`src/rtl/branch_predictor_unit_if.sv`:
```
// Shared branch/next-PC types and the fetch/execute bus of the branch predictor.
package branch_predictor_pkg;
  typedef enum logic [2:0] {NoBranch, Jump, CondBranch, Mret, Sret} branch_t;
  typedef enum logic [2:0] {Beq, Bne, Blt, Bge, Bltu, Bgeu} cond_branch_t;
  typedef enum logic [1:0] {PcPlus4, PcOrReadDataPlusImm, Mepc, Sepc} pc_src_t;
endpackage

interface branch_predictor_if #(
  parameter int Width     = 64,
  parameter int CountBits = 32
);
  // fetch-side prediction port
  logic [Width-1:0]                    pred_pc;
  logic                                pred_hit;
  logic                                pred_taken;
  logic [Width-1:0]                    pred_target;
  // execute-side resolve port
  logic                                res_valid;
  logic [Width-1:0]                    res_pc;
  branch_predictor_pkg::branch_t       branch_type;
  branch_predictor_pkg::cond_branch_t  cond_branch_type;
  logic [Width-1:0]                    read_data_1;
  logic [Width-1:0]                    read_data_2;
  logic [Width-1:0]                    res_target;
  logic                                res_pred_taken;
  logic [Width-1:0]                    res_pred_target;
  branch_predictor_pkg::pc_src_t       pc_src;
  logic                                mispredict;
  // performance counters
  logic [CountBits-1:0]                branch_count;
  logic [CountBits-1:0]                mispredict_count;

  modport master (
    output pred_pc, res_valid, res_pc, branch_type, cond_branch_type,
           read_data_1, read_data_2, res_target, res_pred_taken, res_pred_target,
    input  pred_hit, pred_taken, pred_target, pc_src, mispredict,
           branch_count, mispredict_count
  );

  modport slave (
    input  pred_pc, res_valid, res_pc, branch_type, cond_branch_type,
           read_data_1, read_data_2, res_target, res_pred_taken, res_pred_target,
    output pred_hit, pred_taken, pred_target, pc_src, mispredict,
           branch_count, mispredict_count
  );
endinterface

```
`src/rtl/branch_predictor_unit.sv`:
```
// Direct-mapped BTB with saturating direction counters: same-cycle fetch
// prediction, execute-stage resolution, misprediction flag, table training
// and saturating performance counters.
module branch_predictor_unit
  import branch_predictor_pkg::*;
#(
  parameter int Width       = 64,
  parameter int Entries     = 64,
  parameter int TagBits     = 8,
  parameter int CounterBits = 2,
  parameter int CountBits   = 32
) (
  input  logic              clock,
  input  logic              reset,
  branch_predictor_if.slave bus
);

  localparam int IndexBits = $clog2(Entries);
  localparam logic [CounterBits-1:0] CtrMax    = '1;
  localparam logic [CounterBits-1:0] CtrWeakNt = CtrMax >> 1;
  localparam logic [CounterBits-1:0] CtrWeakT  = CtrMax ^ CtrWeakNt;
  localparam logic [CountBits-1:0]   CountMax  = '1;

  logic [Entries-1:0]     r_valid;
  logic [TagBits-1:0]     r_tag    [Entries];
  logic [Width-1:0]       r_target [Entries];
  logic [CounterBits-1:0] r_ctr    [Entries];
  logic [CountBits-1:0]   r_branch_count;
  logic [CountBits-1:0]   r_mispredict_count;

  logic [IndexBits-1:0]   w_pred_idx;
  logic [TagBits-1:0]     w_pred_tag;
  logic                   w_pred_hit;
  logic                   w_pred_taken;
  logic [IndexBits-1:0]   w_res_idx;
  logic [TagBits-1:0]     w_res_tag;
  logic                   w_res_hit;
  logic                   w_is_branch;
  logic                   w_is_trap;
  logic                   w_cond_taken;
  logic                   w_actual_taken;
  logic                   w_mispredict;
  logic                   w_unused;

  assign w_pred_idx   = bus.pred_pc[IndexBits+1:2];
  assign w_pred_tag   = bus.pred_pc[IndexBits+TagBits+1:IndexBits+2];
  assign w_pred_hit   = r_valid[w_pred_idx] && (r_tag[w_pred_idx] == w_pred_tag);
  assign w_pred_taken = w_pred_hit && r_ctr[w_pred_idx][CounterBits-1];

  assign bus.pred_hit    = w_pred_hit;
  assign bus.pred_taken  = w_pred_taken;
  assign bus.pred_target = w_pred_taken ? r_target[w_pred_idx] : '0;

  assign w_res_idx   = bus.res_pc[IndexBits+1:2];
  assign w_res_tag   = bus.res_pc[IndexBits+TagBits+1:IndexBits+2];
  assign w_res_hit   = r_valid[w_res_idx] && (r_tag[w_res_idx] == w_res_tag);
  assign w_is_branch = bus.res_valid && (bus.branch_type == Jump || bus.branch_type == CondBranch);
  assign w_is_trap   = bus.res_valid && (bus.branch_type == Mret || bus.branch_type == Sret);

  // Condition evaluation over the full operand width.
  always_comb begin
    w_cond_taken = 1'b0;
    case (bus.cond_branch_type)
      Beq:     w_cond_taken = (bus.read_data_1 == bus.read_data_2);
      Bne:     w_cond_taken = (bus.read_data_1 != bus.read_data_2);
      Blt:     w_cond_taken = ($signed(bus.read_data_1) <  $signed(bus.read_data_2));
      Bge:     w_cond_taken = ($signed(bus.read_data_1) >= $signed(bus.read_data_2));
      Bltu:    w_cond_taken = (bus.read_data_1 <  bus.read_data_2);
      Bgeu:    w_cond_taken = (bus.read_data_1 >= bus.read_data_2);
      default: w_cond_taken = 1'b0;
    endcase
  end

  assign w_actual_taken = bus.res_valid &&
                          (bus.branch_type == Jump || (bus.branch_type == CondBranch && w_cond_taken));

  // Traps are redirected by the trap path, so they never count as mispredicted.
  assign w_mispredict = bus.res_valid && !w_is_trap &&
                        ((w_actual_taken != bus.res_pred_taken) ||
                         (w_actual_taken && (bus.res_target != bus.res_pred_target)));
  assign bus.mispredict = w_mispredict;

  // Architecturally correct next-PC source for the resolving instruction.
  always_comb begin
    bus.pc_src = PcPlus4;
    if (bus.res_valid && bus.branch_type == Mret)      bus.pc_src = Mepc;
    else if (bus.res_valid && bus.branch_type == Sret) bus.pc_src = Sepc;
    else if (w_actual_taken)                           bus.pc_src = PcOrReadDataPlusImm;
  end

  // Table training: counter update and retarget on hit, allocate on taken miss,
  // drop aliasing entries hit by non-branches.
  always_ff @(posedge clock) begin
    if (!reset) begin
      r_valid <= '0;
      for (int i = 0; i < Entries; i++) r_ctr[i] <= CtrWeakNt;
    end else if (w_is_branch) begin
      if (w_res_hit) begin
        if (w_actual_taken) begin
          if (r_ctr[w_res_idx] != CtrMax) r_ctr[w_res_idx] <= r_ctr[w_res_idx] + 1'b1;
          r_target[w_res_idx] <= bus.res_target;
        end else if (r_ctr[w_res_idx] != '0) begin
          r_ctr[w_res_idx] <= r_ctr[w_res_idx] - 1'b1;
        end
      end else if (w_actual_taken) begin
        r_valid[w_res_idx]  <= 1'b1;
        r_tag[w_res_idx]    <= w_res_tag;
        r_target[w_res_idx] <= bus.res_target;
        r_ctr[w_res_idx]    <= (bus.branch_type == Jump) ? CtrMax : CtrWeakT;
      end
    end else if (bus.res_valid && bus.branch_type == NoBranch && w_res_hit) begin
      r_valid[w_res_idx] <= 1'b0;
    end
  end

  // Saturating performance counters.
  always_ff @(posedge clock) begin
    if (!reset) begin
      r_branch_count     <= '0;
      r_mispredict_count <= '0;
    end else begin
      if (w_is_branch && r_branch_count != CountMax)
        r_branch_count <= r_branch_count + 1'b1;
      if (w_mispredict && r_mispredict_count != CountMax)
        r_mispredict_count <= r_mispredict_count + 1'b1;
    end
  end

  assign bus.branch_count     = r_branch_count;
  assign bus.mispredict_count = r_mispredict_count;

  // Only index/tag bits of the PCs address the table.
  assign w_unused = ^{bus.pred_pc, bus.res_pc};

endmodule

```
`src/flat_wrapper.sv`:
```
// flat-port wrapper written by rule: the top's interface ports become plain ports
module branch_predictor_unit_flat import branch_predictor_pkg::*;
#(
  parameter int Width       = 64,
  parameter int Entries     = 64,
  parameter int TagBits     = 8,
  parameter int CounterBits = 2,
  parameter int CountBits   = 32
)
  (clock, reset, bus_pred_pc, bus_res_valid, bus_res_pc, bus_branch_type, bus_cond_branch_type, bus_read_data_1, bus_read_data_2, bus_res_target, bus_res_pred_taken, bus_res_pred_target, bus_pred_hit, bus_pred_taken, bus_pred_target, bus_pc_src, bus_mispredict, bus_branch_count, bus_mispredict_count);
  branch_predictor_if #(.Width(Width), .CountBits(CountBits)) bus_i ();
  input  logic clock;
  input  logic reset;
  input wire logic [$bits(bus_i.pred_pc)-1:0] bus_pred_pc;
  input wire logic [$bits(bus_i.res_valid)-1:0] bus_res_valid;
  input wire logic [$bits(bus_i.res_pc)-1:0] bus_res_pc;
  input wire logic [$bits(bus_i.branch_type)-1:0] bus_branch_type;
  input wire logic [$bits(bus_i.cond_branch_type)-1:0] bus_cond_branch_type;
  input wire logic [$bits(bus_i.read_data_1)-1:0] bus_read_data_1;
  input wire logic [$bits(bus_i.read_data_2)-1:0] bus_read_data_2;
  input wire logic [$bits(bus_i.res_target)-1:0] bus_res_target;
  input wire logic [$bits(bus_i.res_pred_taken)-1:0] bus_res_pred_taken;
  input wire logic [$bits(bus_i.res_pred_target)-1:0] bus_res_pred_target;
  output wire logic [$bits(bus_i.pred_hit)-1:0] bus_pred_hit;
  output wire logic [$bits(bus_i.pred_taken)-1:0] bus_pred_taken;
  output wire logic [$bits(bus_i.pred_target)-1:0] bus_pred_target;
  output wire logic [$bits(bus_i.pc_src)-1:0] bus_pc_src;
  output wire logic [$bits(bus_i.mispredict)-1:0] bus_mispredict;
  output wire logic [$bits(bus_i.branch_count)-1:0] bus_branch_count;
  output wire logic [$bits(bus_i.mispredict_count)-1:0] bus_mispredict_count;
  assign bus_i.pred_pc = bus_pred_pc;
  assign bus_i.res_valid = bus_res_valid;
  assign bus_i.res_pc = bus_res_pc;
  assign bus_i.branch_type = bus_branch_type;
  assign bus_i.cond_branch_type = bus_cond_branch_type;
  assign bus_i.read_data_1 = bus_read_data_1;
  assign bus_i.read_data_2 = bus_read_data_2;
  assign bus_i.res_target = bus_res_target;
  assign bus_i.res_pred_taken = bus_res_pred_taken;
  assign bus_i.res_pred_target = bus_res_pred_target;
  assign bus_pred_hit = bus_i.pred_hit;
  assign bus_pred_taken = bus_i.pred_taken;
  assign bus_pred_target = bus_i.pred_target;
  assign bus_pc_src = bus_i.pc_src;
  assign bus_mispredict = bus_i.mispredict;
  assign bus_branch_count = bus_i.branch_count;
  assign bus_mispredict_count = bus_i.mispredict_count;
  branch_predictor_unit #(.Width(Width), .Entries(Entries), .TagBits(TagBits), .CounterBits(CounterBits), .CountBits(CountBits)) u_core (.clock(clock), .reset(reset), .bus(bus_i));
endmodule
```
`config.mk`:
```
export PLATFORM = sky130hd
export DESIGN_NAME = branch_predictor_unit_flat
export DESIGN_NICKNAME = d
export VERILOG_FILES = /design/src/rtl/branch_predictor_unit_if.sv /design/src/rtl/branch_predictor_unit.sv /design/src/flat_wrapper.sv
export SDC_FILE = /design/constraint.sdc
export NUM_CORES = 2
export LEC_CHECK = 0
export BUFFER_PORTS_ARGS = -buffer_cell sky130_fd_sc_hd__buf_2
export CAP_MARGIN = 20
export CORE_ASPECT_RATIO = 0.6
export CORE_MARGIN = 2
export CORE_UTILIZATION = 55
export DETAILED_ROUTE_END_ITERATION = 16
export HOLD_SLACK_MARGIN = 0.08
export PLACE_DENSITY = 0.72
export SLEW_MARGIN = 20
export SYNTH_ARGS = -nofsm -noshare
export SYNTH_HDL_FRONTEND = slang
export SYNTH_MEMORY_MAX_BITS = 65536
export SYNTH_SLANG_ARGS = --single-unit
```
`constraint.sdc`:
```
create_clock -name clock -period 7.9 [get_ports clock]
set_clock_uncertainty 0.05 [all_clocks]
set_input_delay 1.185 -clock clock [delete_from_list [all_inputs] [get_ports clock]]
set_output_delay 1.185 -clock clock [all_outputs]
set_load 0.05 [all_outputs]
```
==> run_results.csv <==
group,metric,value,unit
floorplanning,rows,169,
floorplanning,fp.dieH,465.5,um
clock_tree,cts.reportedPaths.clkPinSlew,60,ps
clock_tree,hold_buffers,0,
worst_setup_path,cp_slowest_cell,"and3_4",
synthesis,synth-seq-cells,4864,
pwr,ir_drop,201.1,uV
clock_tree,clock_latency,980,ps
timing,period_share,92.03,%
timing,worstMarginPinSlew,1248,ps
floorplanning,core,353300,um^2
worst_setup_path,critPathKind,"primary input to output pin",
worst_setup_path,path_cells,"buf_12 > buf_4 > mux4_2 > mux4_2 > mux4_2 > xor2_1 > nor4_1 > and3_4 > buf_4 > and3_1 > buf_2",
worst_setup_path,worstPathRequired,6660,ps
worst_setup_path,r2r-start,"u_core.r_tag[22][7]",
global_routing,grt_pass1_wl,793400,um
worst_setup_path,rr_endpoint,"u_core.r_ctr[50][0]",
floorplanning,start_util,55.25,%
synthesis,synthArstFlopShare,0,%
timing,rsz0062_at_grt,"false",
timing,drv_slew,0,
routing,drt_iter0_drc,19270,
synthesis,yosysWarnings,0,
cells_and_area,layout.nets,9984,
synthesis,synthTopCellsByCount,"4736 x edfxtp_1, 1610 x mux4_2, 370 x clkbuf_1, 277 x nor2_1, 138 x buf_2",
clock_tree,cts_sinks,4864,
worst_setup_path,start_kind,"primary input",
min_path,hold-path-endpoint,"u_core.bus.mispredict_count[29]",
global_routing,antenna_found_initial,61,
clock_tree,cts_resized,0,
synthesis,synth_area_leaders,"edfxtp_1 73%, mux4_2 19%, dfxtp_1 1.3%",
pwr,powerDensity,235.3,nW/um^2
synthesis,syn-num-nets,9329,
synthesis,syn_avg_cell_area,22.01,um^2
worst_setup_path,path_buf_inv,4,
outcome,status,"completed",
clock_tree,htree_levels,5,
placement,io_buffers,426,
synthesis,syn_area,195200,um^2
synthesis,synth_cell_type_count,76,
floorplanning,ioPinCount,527,
timing,fmax,0.1375,GHz
synthesis,synthFlopType,"edfxtp_1",
cells_and_area,synthToLayoutAreaGrowth,12.36,%
cells_and_area,layout-drive-gt1-share,31.93,%
routing,via_per_inst,7.161,
synthesis,synth_edf_count,4736,
cells_and_area,final_cell_count_no_fill,14610,
worst_setup_path,rr_worst_depth,12,
worst_setup_path,slowest_delay,680,ps
clock_tree,post_cts_buffers,0,
synthesis,synth_top_area_share,72.85,%
timing,min_period,7271,ps
timing,hold_viol_final,0,
worst_setup_path,cp_common_cell,"mux4_2",
placement,dp_hpwl,298600,um
routing,firstDrtPassIters,8,
global_routing,grt_pass1_vias,100500,
worst_setup_path,critPathMaxFanout,68,
global_routing,grt_max_degree,135,
pwr,p_leak,68.79,nW
timing,setup_viol,0,
worst_setup_path,arrival,6040,ps
timing,relSlewSlack,16.82,%
floorplanning,fp.dieW,773.2,um
min_path,worstHoldStart,"u_core.bus.mispredict_count[29]",
clock_tree,clockBufferDepth,4,
routing,wirelength,575200,um
timing,fin_setup_tns,0,ps
worst_setup_path,rrSetupSlack,2800,ps
placement,gp_congestion,0.9459,
min_path,holdPathStages,2,
routing,wl_per_cell,39.37,um
clock_tree,numCtsBuffers,425,
synthesis,synth_cells,8869,
synthesis,seq_area_frac_synth,74.16,%
flow_run,drv_cap,0,
synthesis,yosysMostFrequentCell,"edfxtp_1",
worst_setup_path,crit_family,"multiplexers",
global_routing,grt_usage,31.62,%
routing,postRouteAntennaNets,0,
routing,vias,104600,
routing,drc,0,
floorplanning,dieArea,359900,um^2
synthesis,yosys.area.top_type,"edfxtp_1",
placement,dp_cells,13800,
worst_setup_path,crit_path_end_kind,"output pin",
clock_tree,ctsRootBufferMaster,"clkbuf_16",
min_path,hold_path.class,"register to register",
global_routing,globalRouteOverflowTotal,0,
clock_tree,cts_tree,"built",
## registers in the layout, indices dropped and copies added (netlist names), named ones only
signal                       flops
u_core.bus.mispredict_count     32
u_core.r_tag                   512
u_core.r_target               4096
u_core.bus.branch_count         32
u_core.r_ctr                   128
## metal layers
metal,wire length [um],track usage (%),vias up
met1,212800,46.82,55280
met5,220,0.05223,-
met4,19750,9.777,30
met3,92550,11.31,1058
met2,249900,44.69,8827
li1,-,-,39420
## cell usage in the layout, fill, tap and decap left out, drive strengths merged, types with 56 or more instances in the layout
cell type and n:
nand2 131, inv 118, dfxtp 128, mux2 65, o21ai 186, edfxtp 4736
o211ai 70, mux4 1610, and3 91, clkinv 209, ha 66, a221oi 85
nor2 278, buf 792, mux2i 56, a21oi 74, nand4 99, clkbuf 526
## cell families (layout without fill, tap and decap cells)
family,Yosys count,in the layout,share of synthesized area (%)
mux,1731,1731,19.23
flops,4864,4864,74.16
xor+xnor,81,81,0.3634
simple gates,785,785,2.014
compound gates,662,662,2.334
fa+ha+maj,66,66,0.4230
other cells,0,38,0
buf+inv,680,1681,1.473
## through the flow
stage / setup WS [ps] / hold slack, ps / instance area, um^2 / total power [mW] / utilization [%]
2_1_floorplan: 1014 / 425.2 / 195200 / 30.54 / -
3_3_place_gp: 811.0 / 408.4 / 205900 / 31.73 / 58.27
3_5_place_dp: 711.4 / 417.0 / 205900 / 31.80 / 58.27
4_1_cts: 700.6 / 429.3 / 219200 / 51.70 / 62.02
5_1_grt: 565.6 / 474.4 / 219300 / 52.84 / 62.06
6_report: 629.2 / 427.8 / 219400 / 51.62 / 62.08
## how the worst max path moves through the flow
stage / startpoint / endpoint / slack, ps / cells after the start
floorplan: bus_read_data_2[55] / u_core.r_target[57][0] / 1010 / 14
global placement: bus_pred_pc[2] / bus_pred_target[33] / 810 / 11
global route: bus_pred_pc[2] / bus_pred_target[30] / 570 / 11
CTS: bus_pred_pc[2] / bus_pred_target[30] / 700 / 11
detailed placement: bus_pred_pc[2] / bus_pred_target[30] / 710 / 11
finish: bus_pred_pc[2] / bus_pred_target[30] / 630 / 11
## area by class of cell
cell class              instances  area, um^2
well taps                    4702        5883
repair buffers                792        6744
clock inverters               247        1997
diodes                         38       95.09
fillers                     23130      134000
flip-flops and latches       4864      144800
clock buffers                 526       11260
inverters                     116       436.7
multi-input cells            3325       48170
## worst register-to-register path: cells and delay by family (launching register included)
family,cells,cell delay (ps)
xor+xnor,1,90
mux,2,1040
compound gates,6,2320
simple gates,2,620
flops,1,410
buf+inv,1,230
## power by group
group / internal, mW / switching (mW) / total, mW
logic: 1.17 / 1.81 / 2.98
clock network: 11.0 / 9.34 / 20.3
registers: 28.3 / 0.0227 / 28.3
(Power assumes the default switching activity.)
